[config.mk]
export PLATFORM = sky130hd
export DESIGN_NAME = frame_sequencer
export DESIGN_NICKNAME = d
export VERILOG_FILES = /design/src/rtl/core_seq_pkg.sv /design/src/rtl/seq_timeout_cnt.sv /design/src/rtl/frame_sequencer.sv
export SDC_FILE = /design/constraint.sdc
export NUM_CORES = 1
export LEC_CHECK = 0
export CAP_MARGIN = 20
export CORE_ASPECT_RATIO = 2
export CORE_UTILIZATION = 47
export CTS_CLUSTER_SIZE = 40
export DETAILED_ROUTE_END_ITERATION = 6
export GPL_TIMING_DRIVEN = 0
export HOLD_SLACK_MARGIN = 0.02
export PLACE_DENSITY_LB_ADDON = 0.3
export SLEW_MARGIN = 20
export SYNTH_ARGS = -nofsm -noshare
export SYNTH_HDL_FRONTEND = slang
export SYNTH_SLANG_ARGS = --single-unit
[constraint.sdc]
create_clock -name CLK -period 6.5 [get_ports CLK]
set_clock_uncertainty 0.15 [all_clocks]
set_input_delay 0.975 -clock CLK [delete_from_list [all_inputs] [get_ports CLK]]
set_output_delay 0.975 -clock CLK [all_outputs]
set_load 0.005 [all_outputs]
[src/rtl/core_seq_pkg.sv]
// Shared encodings for the framed command sequencer: state codes, error codes,
// default sync marker and a small state-class helper.
package core_seq_pkg;

  localparam logic [3:0] ST_IDLE     = 4'd0;
  localparam logic [3:0] ST_GET_INS  = 4'd1;
  localparam logic [3:0] ST_GET_AH   = 4'd2;
  localparam logic [3:0] ST_GET_AL   = 4'd3;
  localparam logic [3:0] ST_GET_BH   = 4'd4;
  localparam logic [3:0] ST_GET_BL   = 4'd5;
  localparam logic [3:0] ST_EXEC     = 4'd6;
  localparam logic [3:0] ST_WAIT_C   = 4'd7;
  localparam logic [3:0] ST_TX_MSB   = 4'd8;
  localparam logic [3:0] ST_WAIT_MSB = 4'd9;
  localparam logic [3:0] ST_TX_LSB   = 4'd10;
  localparam logic [3:0] ST_WAIT_LSB = 4'd11;

  // GET_* codes are consecutive and GET_BL + 1 == EXEC; the byte-load path relies on this.
  typedef enum logic [3:0] {
    S_IDLE     = ST_IDLE,
    S_GET_INS  = ST_GET_INS,
    S_GET_AH   = ST_GET_AH,
    S_GET_AL   = ST_GET_AL,
    S_GET_BH   = ST_GET_BH,
    S_GET_BL   = ST_GET_BL,
    S_EXEC     = ST_EXEC,
    S_WAIT_C   = ST_WAIT_C,
    S_TX_MSB   = ST_TX_MSB,
    S_WAIT_MSB = ST_WAIT_MSB,
    S_TX_LSB   = ST_TX_LSB,
    S_WAIT_LSB = ST_WAIT_LSB
  } state_e;

  localparam logic [1:0] ERR_NONE        = 2'd0;
  localparam logic [1:0] ERR_RX_TIMEOUT  = 2'd1;
  localparam logic [1:0] ERR_ALU_TIMEOUT = 2'd2;
  localparam logic [1:0] ERR_RX_OVERRUN  = 2'd3;

  localparam logic [7:0] SYNC_BYTE_DEF = 8'hA5;

  function automatic logic is_get_state(input state_e s);
    return (s >= S_GET_INS) && (s <= S_GET_BL);
  endfunction

endpackage

[src/rtl/seq_timeout_cnt.sv]
// Idle-cycle counter shared by the RX inter-byte and ALU watchdog timeouts.
// Counts up while enabled, saturates at the limit, expire is a plain compare.
module seq_timeout_cnt #(
  parameter int CNT_W = 16
) (
  input  logic             clk,
  input  logic             rst,
  input  logic             clr_in,
  input  logic             en_in,
  input  logic [CNT_W-1:0] limit_in,
  output logic             expire_out
);

  logic [CNT_W-1:0] cnt_q;
  logic [CNT_W-1:0] cnt_d;

  assign expire_out = (cnt_q == limit_in);

  // next count: clear wins, otherwise count until the limit and hold there
  always_comb begin
    cnt_d = cnt_q;
    if (clr_in) begin
      cnt_d = '0;
    end else if (en_in && !expire_out) begin
      cnt_d = cnt_q + 1'b1;
    end
  end

  // count register
  always_ff @(posedge clk or posedge rst) begin
    if (rst) begin
      cnt_q <= '0;
    end else begin
      cnt_q <= cnt_d;
    end
  end

endmodule

[src/rtl/frame_sequencer.sv]
// Framed command sequencer: sync hunt, opcode/operand load, ALU fire with
// watchdog, two-byte result return over TX, plus RX timeout/overrun errors.
//
// state    | meaning
// IDLE     | hunting for the sync byte
// GET_INS  | next RX byte is the opcode
// GET_AH   | next RX byte is a[15:8]
// GET_AL   | next RX byte is a[7:0]
// GET_BH   | next RX byte is b[15:8]
// GET_BL   | next RX byte is b[7:0]
// EXEC     | one-cycle ALU start pulse
// WAIT_C   | waiting for the ALU result, watchdog running
// TX_MSB   | one-cycle TX start for c[15:8]
// WAIT_MSB | waiting for the UART to finish c[15:8]
// TX_LSB   | one-cycle TX start for c[7:0]
// WAIT_LSB | waiting for the UART to finish c[7:0]
module frame_sequencer
  import core_seq_pkg::*;
#(
  parameter logic [7:0] SYNC_BYTE    = SYNC_BYTE_DEF,
  parameter int         TIMEOUT_CYC  = 50000,
  parameter int         ALU_WAIT_MAX = 16,
  parameter int         CNT_W        = 16
) (
  input  logic       CLK,
  input  logic       RST,
  input  logic       Rx_DV_in,
  input  logic [7:0] Rx_Byte_in,
  input  logic       Tx_Done_in,
  input  logic       c_valid_in,
  output logic       En_out,
  output logic       Load_INS_en_out,
  output logic       Load_MSB_a_en_out,
  output logic       Load_LSB_a_en_out,
  output logic       Load_MSB_b_en_out,
  output logic       Load_LSB_b_en_out,
  output logic       Tx_DV_out,
  output logic       MLSB_SEL_Tx_Byte_out,
  output logic       Busy_out,
  output logic       Err_out,
  output logic [1:0] Err_code_out
);

  localparam logic [CNT_W-1:0] RX_LIMIT  = CNT_W'(TIMEOUT_CYC - 1);
  localparam logic [CNT_W-1:0] ALU_LIMIT = CNT_W'(ALU_WAIT_MAX - 1);

  state_e     state_q;
  state_e     state_d;
  logic [1:0] err_code_q;
  logic [1:0] err_code_d;
  logic       mlsb_q;
  logic       mlsb_d;
  logic       err_pulse;
  logic       cnt_clr;
  logic       cnt_en;
  logic       cnt_expire;
  logic [CNT_W-1:0] cnt_limit;

  // one counter serves both timeouts; only WAIT_C uses the ALU limit
  assign cnt_limit = (state_q == S_WAIT_C) ? ALU_LIMIT : RX_LIMIT;

  seq_timeout_cnt #(
    .CNT_W(CNT_W)
  ) u_timeout_cnt (
    .clk       (CLK),
    .rst       (RST),
    .clr_in    (cnt_clr),
    .en_in     (cnt_en),
    .limit_in  (cnt_limit),
    .expire_out(cnt_expire)
  );

  // next state, error capture and timeout counter control
  always_comb begin
    state_d    = state_q;
    err_code_d = err_code_q;
    err_pulse  = 1'b0;
    cnt_clr    = 1'b1;
    cnt_en     = 1'b0;

    case (state_q)
      S_IDLE: begin
        if (Rx_DV_in && (Rx_Byte_in == SYNC_BYTE)) begin
          state_d = S_GET_INS;
        end
      end
      S_GET_INS, S_GET_AH, S_GET_AL, S_GET_BH, S_GET_BL: begin
        cnt_en  = 1'b1;
        cnt_clr = Rx_DV_in;
        // a byte arriving on the expiry cycle still wins
        if (Rx_DV_in) begin
          state_d = state_e'(state_q + 4'd1);
        end else if (cnt_expire) begin
          state_d    = S_IDLE;
          err_pulse  = 1'b1;
          err_code_d = ERR_RX_TIMEOUT;
        end
      end
      S_EXEC: begin
        state_d = c_valid_in ? S_TX_MSB : S_WAIT_C;
      end
      S_WAIT_C: begin
        cnt_clr = 1'b0;
        cnt_en  = 1'b1;
        if (c_valid_in) begin
          state_d = S_TX_MSB;
        end else if (cnt_expire) begin
          state_d    = S_IDLE;
          err_pulse  = 1'b1;
          err_code_d = ERR_ALU_TIMEOUT;
        end
      end
      S_TX_MSB: state_d = S_WAIT_MSB;
      S_WAIT_MSB: begin
        if (Tx_Done_in) begin
          state_d = S_TX_LSB;
        end
      end
      S_TX_LSB: state_d = S_WAIT_LSB;
      S_WAIT_LSB: begin
        if (Tx_Done_in) begin
          state_d = S_IDLE;
        end
      end
      default: state_d = S_IDLE;
    endcase

    // stray RX byte after the operands are in: flag it, keep the sequence going
    if (Rx_DV_in && (state_q >= S_EXEC) && !err_pulse) begin
      err_pulse  = 1'b1;
      err_code_d = ERR_RX_OVERRUN;
    end

    // mux select follows the byte being sent and stays put through its WAIT state
    mlsb_d = (state_d == S_TX_LSB) || (state_d == S_WAIT_LSB);
  end

  // state, sticky error code and TX mux select registers
  always_ff @(posedge CLK or posedge RST) begin
    if (RST) begin
      state_q    <= S_IDLE;
      err_code_q <= ERR_NONE;
      mlsb_q     <= 1'b0;
    end else begin
      state_q    <= state_d;
      err_code_q <= err_code_d;
      mlsb_q     <= mlsb_d;
    end
  end

  assign Load_INS_en_out      = (state_q == S_GET_INS) && Rx_DV_in;
  assign Load_MSB_a_en_out    = (state_q == S_GET_AH)  && Rx_DV_in;
  assign Load_LSB_a_en_out    = (state_q == S_GET_AL)  && Rx_DV_in;
  assign Load_MSB_b_en_out    = (state_q == S_GET_BH)  && Rx_DV_in;
  assign Load_LSB_b_en_out    = (state_q == S_GET_BL)  && Rx_DV_in;
  assign En_out               = (state_q == S_EXEC);
  assign Tx_DV_out            = (state_q == S_TX_MSB) || (state_q == S_TX_LSB);
  assign MLSB_SEL_Tx_Byte_out = mlsb_q;
  assign Busy_out             = (state_q != S_IDLE);
  assign Err_out              = err_pulse;
  assign Err_code_out         = err_code_q;

endmodule

# Yosys cells after proc, flatten, opt, wreduce, memory -nomap -nowiden
# Index checks and enable logic that the tools add are counted.
dict set report op_classes {
  n_addsub 2
  order_cmp 1
  eq_ne 19
  mux 24
  reduce_logical 20
}
# cell count
set ops {}
lappend ops {{16-bit 2-to-1 mux} 3}
lappend ops {{4-bit case mux with 8 select lines} 1}
lappend ops {{4-bit 2-to-1 mux} 7}
lappend ops {{4-bit equality test (second input constant)} 6}
lappend ops {{16-bit by 1-bit adder with 16-bit output (second input constant)} 1}
lappend ops {{16-bit equality test} 1}
lappend ops {{4-bit by 3-bit equality test with 1-bit output (second input constant)} 4}
lappend ops {{2-bit 2-to-1 mux} 5}
lappend ops {{1-bit logical AND} 9}
lappend ops {{4-bit by 2-bit equality test with 1-bit output (second input constant)} 2}
lappend ops {{8-bit equality test (second input constant)} 1}
lappend ops {{3-bit by 2-bit != test with 1-bit output (second input constant)} 2}
lappend ops {{6-bit OR reduction} 1}
lappend ops {{1-bit 2-to-1 mux} 5}
lappend ops {{5-bit AND reduction} 1}
lappend ops {{5-bit OR reduction} 1}
lappend ops {{4-bit by 1-bit adder with 4-bit output (second input constant)} 1}
lappend ops {{4-bit by 1-bit equality test with 1-bit output (second input constant)} 1}
lappend ops {{4-bit by 3-bit >= comparator with 1-bit output (second input constant)} 1}
lappend ops {{4-bit zero test} 1}
lappend ops {{1-bit case mux with 2 select lines} 2}
lappend ops {{2-bit case mux with 2 select lines} 1}
lappend ops {{4-bit nonzero test} 1}
lappend ops {{3-bit by 1-bit != test with 1-bit output (second input constant)} 1}
lappend ops {{other kinds (5)} 7}
dict set report word_totals {
  ff_bits 23
  in_bits 13
  wordCells 70
}

# Logic depth before layout (Yosys ltp)
# Gate-level depths: netlist of the first run.
dict set report depth {
  ltp_word 10
  ltp_mapped 9
  mapped_depth_nobuf 7
}

# Modules after synthesis
# Synthesis of the first run repeated with hierarchy kept, for this count alone.
dict set report unflattened {
  cells_unflattened 212
  hier_area_um2 1843.0
}
# mod n_inst cells_per_inst area_each_um2
set by_module_without_submodules {}
lappend by_module_without_submodules {seq_timeout_cnt 1 111 1087.3}
lappend by_module_without_submodules {frame_sequencer 1 101 755.7}

# Worst setup path after synthesis of the first run
# Ideal clock, no wire load.
dict set report synth_timing {
  kind {flip-flop to output port}
  from {register state_q[1]}
  to {output Err_out}
  arrival_ns 1.797
  slack_ns 3.578
  stages_incl_launch_ff 8
  path_cell_list {dfrtp_1 > ha_1 > clkbuf_1 > nand3b_1 > or3_1 > a21o_1 > buf_6 > o21ai_0}
}
dict set report synth_between {
  elab_chain_len 9
  elab_cells_between_ends 18
}
# item line
set synth_rtl {}
lappend synth_rtl {{from (decl)} frame_sequencer.sv:47} ;# state_e state_q;
lappend synth_rtl {{from (signal assigned)} frame_sequencer.sv:145} ;# state_q <= state_d;
lappend synth_rtl {{4-bit by 3-bit equality test with 1-bit output} {frame_sequencer.sv:60, frame_sequencer.sv:81}}
lappend synth_rtl {{16-bit 2-to-1 mux} frame_sequencer.sv:60} ;# assign cnt_limit = (state_q == S_WAIT_C) ? ALU_LIMIT : RX_LIMIT;
lappend synth_rtl {{16-bit equality test} seq_timeout_cnt.sv:17} ;# assign expire_out = (cnt_q == limit_in);
lappend synth_rtl {{1-bit 2-to-1 mux} {frame_sequencer.sv:93, frame_sequencer.sv:107}}
lappend synth_rtl {{1-bit 2-to-1 mux, on equally long branches} {frame_sequencer.sv:105, frame_sequencer.sv:91}}
lappend synth_rtl {{1-bit case mux with 2 select lines} frame_sequencer.sv:81} ;# case (state_q)
lappend synth_rtl {{1-bit zero test} frame_sequencer.sv:129} ;# if (Rx_DV_in && (state_q >= S_EXEC) && !err_pulse) begin
lappend synth_rtl {{1-bit logical AND} frame_sequencer.sv:129}
lappend synth_rtl {{1-bit 2-to-1 mux *} frame_sequencer.sv:129}
lappend synth_rtl {{to (decl)} frame_sequencer.sv:40} ;# output logic Err_out,
# Mark *: on every way between the ends. The rest lies on a longest branch, timed or not.

# Final worst setup path of the first run
dict set report layout_timing {
  from {input c_valid_in}
  to {output Err_out}
}
dict set report layout_between {
  elab_chain_len 5
}
# item line
set layout_rtl {}
lappend layout_rtl {{from (decl)} frame_sequencer.sv:30} ;# input logic c_valid_in,
lappend layout_rtl {{1-bit 2-to-1 mux *} frame_sequencer.sv:105} ;# if (c_valid_in) begin
lappend layout_rtl {{1-bit case mux with 2 select lines *} frame_sequencer.sv:81}
lappend layout_rtl {{1-bit zero test} frame_sequencer.sv:129}
lappend layout_rtl {{1-bit logical AND} frame_sequencer.sv:129}
lappend layout_rtl {{1-bit 2-to-1 mux *} frame_sequencer.sv:129}
# Marks and branches as above.

==> results_dict.tcl, run 1 <==
set metrics [dict create \
    n_antenna_cell 0 \
    grt_pass1_vias 1424 \
    worstMarginPinSlew_ps 859 \
    place_congestion 0.884 \
    rows 29 \
    required_ps 5370 \
    dieHeight_um 83.0 \
    die_area_um2 3520 \
    floorplan.initialDensity 0.488 \
    grt_max_degree 24 \
    route.detailed.drc 0 \
    ios 25 \
    p_clk_frac 0.154 \
    clk_pin_slew_ps 70 \
    grt_first_pass_wirelength_mm 6.36 \
    max_stage_delay_ps 630 \
    cts_resized 0 \
    p_comb_frac 0.510 \
    cts_max_path_buffers 2 \
    finalSetupTns_ps 0 \
    holdWs_ps 379 \
    synthesis.nets 194 \
    clock_sinks 23 \
    crit_type "input port to output port" \
    areaGrowthSynthToFinish_pct 21.0 \
    async_flop_share 1.00 \
    path_buf_inv 2 \
    ys.flop_type "dfrtp_1" \
    ys_seq_area_frac 0.374 \
    antenna_found_initial 0 \
    fin_cells 235 \
    dpl.hpwl_mm 2.95 \
    drt_iter0_drc 41 \
    cp_max_fo 5 \
    cts_tree "done" \
    crit_path_start_kind "input port" \
    grt_usage 0.230 \
    status "complete, no violations" \
    yosysTopAreaCell "dfrtp_1" \
    holdBufCountCts 0 \
    finalHoldViolations 0 \
    relSlewSlack 0.427 \
    nets 223 \
    cellPowerDensity_nw_per_um2 297 \
    synth_top_area_share 0.374 \
    synthesis.area_um2 1540 \
    finalSetupViolCount 0 \
    clockRootBuffer "clkbuf_8" \
    ys_ff_latch 23 \
    fin_crit_ps 4160 \
    vias 1412 \
    numCtsBuffers 3 \
    finalWirelength_mm 3.73 \
    grt_overflow_total 0 \
    layout-drive-gt1-share 0.0490 \
    ys_types 47 \
    maxSlewViolCount 0 \
    rsz0062_at_grt "no" \
    max_freq_mhz 240 \
    fin_util 0.591 \
    drtAntennaViolNets 0 \
    crit_slowest_cell "nor4bb_1" \
    cp.arrival_ps 3030 \
    numPlacedInstances 231 \
    ir_worst_vdd_uv 179 \
    min_path_type "register to register" \
    synth_edf_count 0 \
    post_cts_buffers 0 \
    clock_latency_ps 260 \
    cp_cell_sequence "clkdlybuf4s50_1 > nor4bb_1 > a31oi_1 > o21ai_0 > clkdlybuf4s50_1" \
    p_leak_nw 0.788 \
    max-cap-violations 0 \
    syn_inst 176 \
    endpoint_kind "output port" \
    yosys-top-cells-area "dfrtp_1 (37%), nor2_1 (6.3%), and3_1 (4.1%)" \
    switchingPower_w 0.000221 \
    finalCritPeriodShare 0.640 \
    viasPerCell 6.01 \
    cts-htree-levels 1 \
    synth_area_per_cell_um2 8.75 \
    yosys_warnings 0 \
    cp_top_family "buffers and inverters" \
    seqPwrFrac 0.336 \
    fp.dieW_um 42.5 \
    p_sw_frac 0.398 \
    port_buffers 24 \
    wl_per_cell_um 15.9 \
    core_um2 3160 \
    cpMostUsedCell "clkdlybuf4s50_1" \
    power.internal_w 0.000334 \
    drt_pass1_iterations 5 \
]
[metal layers]
metal	up-vias	track usage	part of all wire
met4	0	0.0938	0.019
met3	9	0.0152	0.038
met2	46	0.425	0.59
met5	-	0	0
met1	666	0.261	0.35
li1	691	-	-
[registers in the layout, summed over array words and instances (netlist names)]
| register | count |
|---|---|
| Err_code_out | 2 |
| MLSB_SEL_Tx_Byte_out | 1 |
| state_q | 4 |
| u_timeout_cnt.cnt_q | 16 |
[Yosys cell counts (all sizes together) (5+ instances only)]
cell    instances
inv             6
nor2           26
a21oi           5
dfrtp          23
and3           11
nand3           6
nand2           9
clkbuf          6
nand3b          7
nor3            5
xor2            7
ha              5
xnor2           6
[final cells by class]
type	count	area, µm²
Multi-Input combinational cell	139	903
Inverter	6	22.5
Clock buffer	4	45.0
Tap cell	31	38.8
Buffer	8	38.8
Fill cell	304	1290
Sequential cell	23	576
Timing Repair Buffer	24	240
[worst paths after layout]
check	startpoint	endpoint	cells after the start	slack, ps
worst max-delay path	c_valid_in	Err_out	5	2340
worst min-delay path	Err_code_out[1]	Err_code_out[1]	1	380
worst max register to register	state_q[0]	u_timeout_cnt.cnt_q[15]	9	3530
worst min register to register	Err_code_out[1]	Err_code_out[1]	1	380
max in group asynchronous	RST	state_q[3]	2	4630
min in group asynchronous	RST	u_timeout_cnt.cnt_q[1]	2	1040
[cells in the final DEF (no fill, tap or decap), drive strengths merged, types with 5 or more instances in the layout]
cell	netlist	routed
nor2	26	26
nand3	6	6
and3	11	11
xor2	7	7
xnor2	6	6
nand3b	7	7
nor3	5	5
nand2	9	9
inv	6	6
clkbuf	6	10
clkdlybuf4s50	0	24
dfrtp	23	23
a21oi	5	5
ha	5	5
[logic make-up after synthesis]
group,after synthesis,share of synthesized area
adders and majority gates,5,0.0406
AOI/OAI and AO/OA,33,0.157
buffers and inverters,14,0.0398
DFF,23,0.374
and+or+nand+nor,87,0.309
muxes,1,0.00650
xor gates and xnor gates,13,0.0739
[metrics by stage]
stage | setup WS (ps) | power (W) | area [µm²]
2_1_floorplan | 3580 | 0.000373 | 1540
3_3_place_gp | 2350 | 0.000466 | 1820
3_5_place_dp | 2330 | 0.000470 | 1820
4_1_cts | 2330 | 0.000557 | 1860
5_1_grt | 2180 | 0.000600 | 1860
6_report | 2340 | 0.000554 | 1860
[worst reg2reg max path: stages (launching register included)]
cell and delay, ps:
dfrtp_1 440, inv_1 130, ha_1 210, clkbuf_1 210
or4_1 630, nand3_1 140, o21a_1 120, clkbuf_1 310
clkbuf_1 390, nor2_1 120
[power by group through the flow]
stage / Sequential, W / Combinational (W) / Clock (W)
finish: 0.000186 / 0.000283 / 0.0000854
global route: 0.000188 / 0.000317 / 0.0000950
CTS: 0.000185 / 0.000283 / 0.0000886
detailed placement: 0.000188 / 0.000282 / 0
global placement: 0.000186 / 0.000280 / 0
floorplan: 0.000182 / 0.000191 / 0
Note: power is estimated with default switching activity, not from simulation.
==> run 2: changes to the inputs <==
==> constraint.sdc (replaced) <==
create_clock -name CLK -period 4.2 [get_ports CLK]
set_clock_uncertainty 0.15 [all_clocks]
set_input_delay 0.63 -clock CLK [delete_from_list [all_inputs] [get_ports CLK]]
set_output_delay 0.63 -clock CLK [all_outputs]
set_load 0.005 [all_outputs]
==> results of run 2 <==
Same layout as run 1 (identical final DEF). Status: complete, no violations.
Among the figures that moved: setup slack after placement 2330 ps -> 717 ps; setup slack after layout 2340 ps -> 520 ps; start point of the critical path c_valid_in -> state_q[1]; register-to-register setup slack 3530 ps -> 1230 ps; total power 0.000554 W -> 0.000858 W; worst IR drop on VDD 179 µV -> 277 µV
==> run 3: changes to the inputs <==
--- a/config.mk
+++ b/config.mk
@@ -7,7 +7,7 @@
 export LEC_CHECK = 0
 export CAP_MARGIN = 20
 export CORE_ASPECT_RATIO = 2
-export CORE_UTILIZATION = 47
+export CORE_UTILIZATION = 40
 export CTS_CLUSTER_SIZE = 40
 export DETAILED_ROUTE_END_ITERATION = 6
 export GPL_TIMING_DRIVEN = 0
==> run 3 against run 2 <==
- die area up 17%
- clock-buffer cell count unchanged
- worst hold slack worse by 1.9 ps
- core utilization down 7.3 points
- flip-flop and latch count unchanged
- fmax down 1.8%
- final cell count up 7.7%
- critical endpoint unchanged
- via count down 0.21%
- largest cell class unchanged
- wire length up 5.8%
- global-route usage down 1.6 points
- sequential power about the same
==> results_dict.tcl, run 3 (synthesis results as in run 1) <==
set metrics [dict create \
    drt_pass1_iterations 4 \
    nets 223 \
    maxSlewViolCount 0 \
    clk_pin_slew_ps 80 \
    fin_crit_ps 3750 \
    cts-htree-levels 1 \
    fp.dieW_um 45.9 \
    ios 25 \
    status "complete, no violations" \
    holdBufCountCts 0 \
    fin_util 0.518 \
    worstMarginPinSlew_ps 889 \
    fin_cells 253 \
    floorplan.initialDensity 0.422 \
    cp.arrival_ps 2970 \
    grt_usage 0.215 \
    grt_overflow_total 0 \
    crit_path_start_kind "register" \
    layout_common_cells "nor2_1 (26), clkdlybuf4s50_1 (24), dfrtp_1 (23)" \
    max-cap-violations 0 \
    largest_reg_flops 16 \
    crit_slowest_cell "nor4bb_1" \
    wl_per_cell_um 15.6 \
    drt_iter0_drc 33 \
    finalSetupViolCount 0 \
    cts_max_path_buffers 2 \
    antenna_found_initial 0 \
    vias 1409 \
    port_buffers 24 \
    dieHeight_um 89.8 \
    n_antenna_cell 0 \
    crit_type "register to output port" \
    dpl.hpwl_mm 3.13 \
    max_stage_delay_ps 800 \
    cp_max_fo 10 \
    layout_commonest_cell "nor2_1" \
    largest_register "u_timeout_cnt.cnt_q" \
    cellPowerDensity_nw_per_um2 463 \
    clock_latency_ps 260 \
    route.detailed.drc 0 \
    grt_first_pass_wirelength_mm 6.51 \
    layout-drive-gt1-share 0.0490 \
    path_buf_inv 2 \
    grt_max_degree 24 \
    cp_cell_sequence "ha_1 > clkbuf_1 > nor4bb_1 > a31oi_1 > o21ai_0 > clkdlybuf4s50_1" \
    relSlewSlack 0.407 \
    core_um2 3650 \
    placed_cell_area_um2 1840 \
    required_ps 3420 \
    clock_sinks 23 \
    fillers 390 \
    numCtsBuffers 3 \
    cp_top_family "buffers and inverters" \
    finalHoldViolations 0 \
    rsz0062_at_grt "no" \
    areaGrowthSynthToFinish_pct 22.5 \
    finalSetupTns_ps 0 \
    p_leak_nw 0.788 \
    post_cts_buffers 0 \
    grt_pass1_vias 1460 \
    endpoint_kind "output port" \
    clockRootBuffer "clkbuf_8" \
    min_path_type "register to register" \
    rows 31 \
    drtAntennaViolNets 0 \
    design_area_um2 1890 \
    finalWirelength_mm 3.95 \
    die_area_um2 4120 \
    numPlacedInstances 249 \
    cts_tree "done" \
    ir_worst_vdd_uv 250 \
    place_congestion 0.948 \
    max_freq_mhz 267 \
    finalCritPeriodShare 0.892 \
    cts_resized 0 \
    viasPerCell 5.57 \
]
-- run 3: cell counts in the layout (fill, tap and decap cells not counted) --
No cell type changed its count.
-- run 3: final cells by class --
type	instances	area, µm²	area share
Sequential cell	23	576	0.305
Clock buffer	4	45.0	0.0239
Inverter	6	22.5	0.0119
Multi-Input combinational cell	139	903	0.479
Buffer	8	38.8	0.0206
Timing Repair Buffer	24	240	0.127
Tap cell	49	61.3	0.0325
-- run 3: power by group --
group	leakage [nW]	switching (W)	internal, W
Sequential	0.307	0.0000359	0.000253
Clock	0.0228	0.0000678	0.0000678
Combinational	0.458	0.000253	0.000196
-- run 3: worst paths after layout --
| check | startpoint | to | slack [ps] | cells after the start |
|---|---|---|---|---|
| min in group asynchronous | RST | state_q[3] | 700 | 2 |
| hold / removal | Err_code_out[1] | Err_code_out[1] | 380 | 1 |
| max in group asynchronous | RST | state_q[0] | 2650 | 2 |
| setup reg to reg | state_q[0] | u_timeout_cnt.cnt_q[15] | 1190 | 9 |
| setup / recovery | state_q[1] | Err_out | 450 | 6 |
| hold reg to reg | Err_code_out[1] | Err_code_out[1] | 380 | 1 |
-- run 3: metal layers --
layer / track usage / up-vias / part of all wire / routed length (µm)
li1: - / 695 / - / -
met4: 0.123 / 0 / 0.040 / 159
met5: 0 / - / 0 / 0
met1: 0.203 / 661 / 0.36 / 1430
met3: 0.0141 / 13 / 0.028 / 112
met2: 0.403 / 40 / 0.57 / 2250
-- run 3: stage by stage --
stage / hold WS, ps / power, W / setup WS [ps]
finish: 377 / 0.000874 / 453
CTS: 387 / 0.000883 / 486
detailed placement: 368 / 0.000740 / 677
global placement: 370 / 0.000741 / 655
floorplan: 348 / 0.000577 / 1620
global route: 408 / 0.000945 / 340
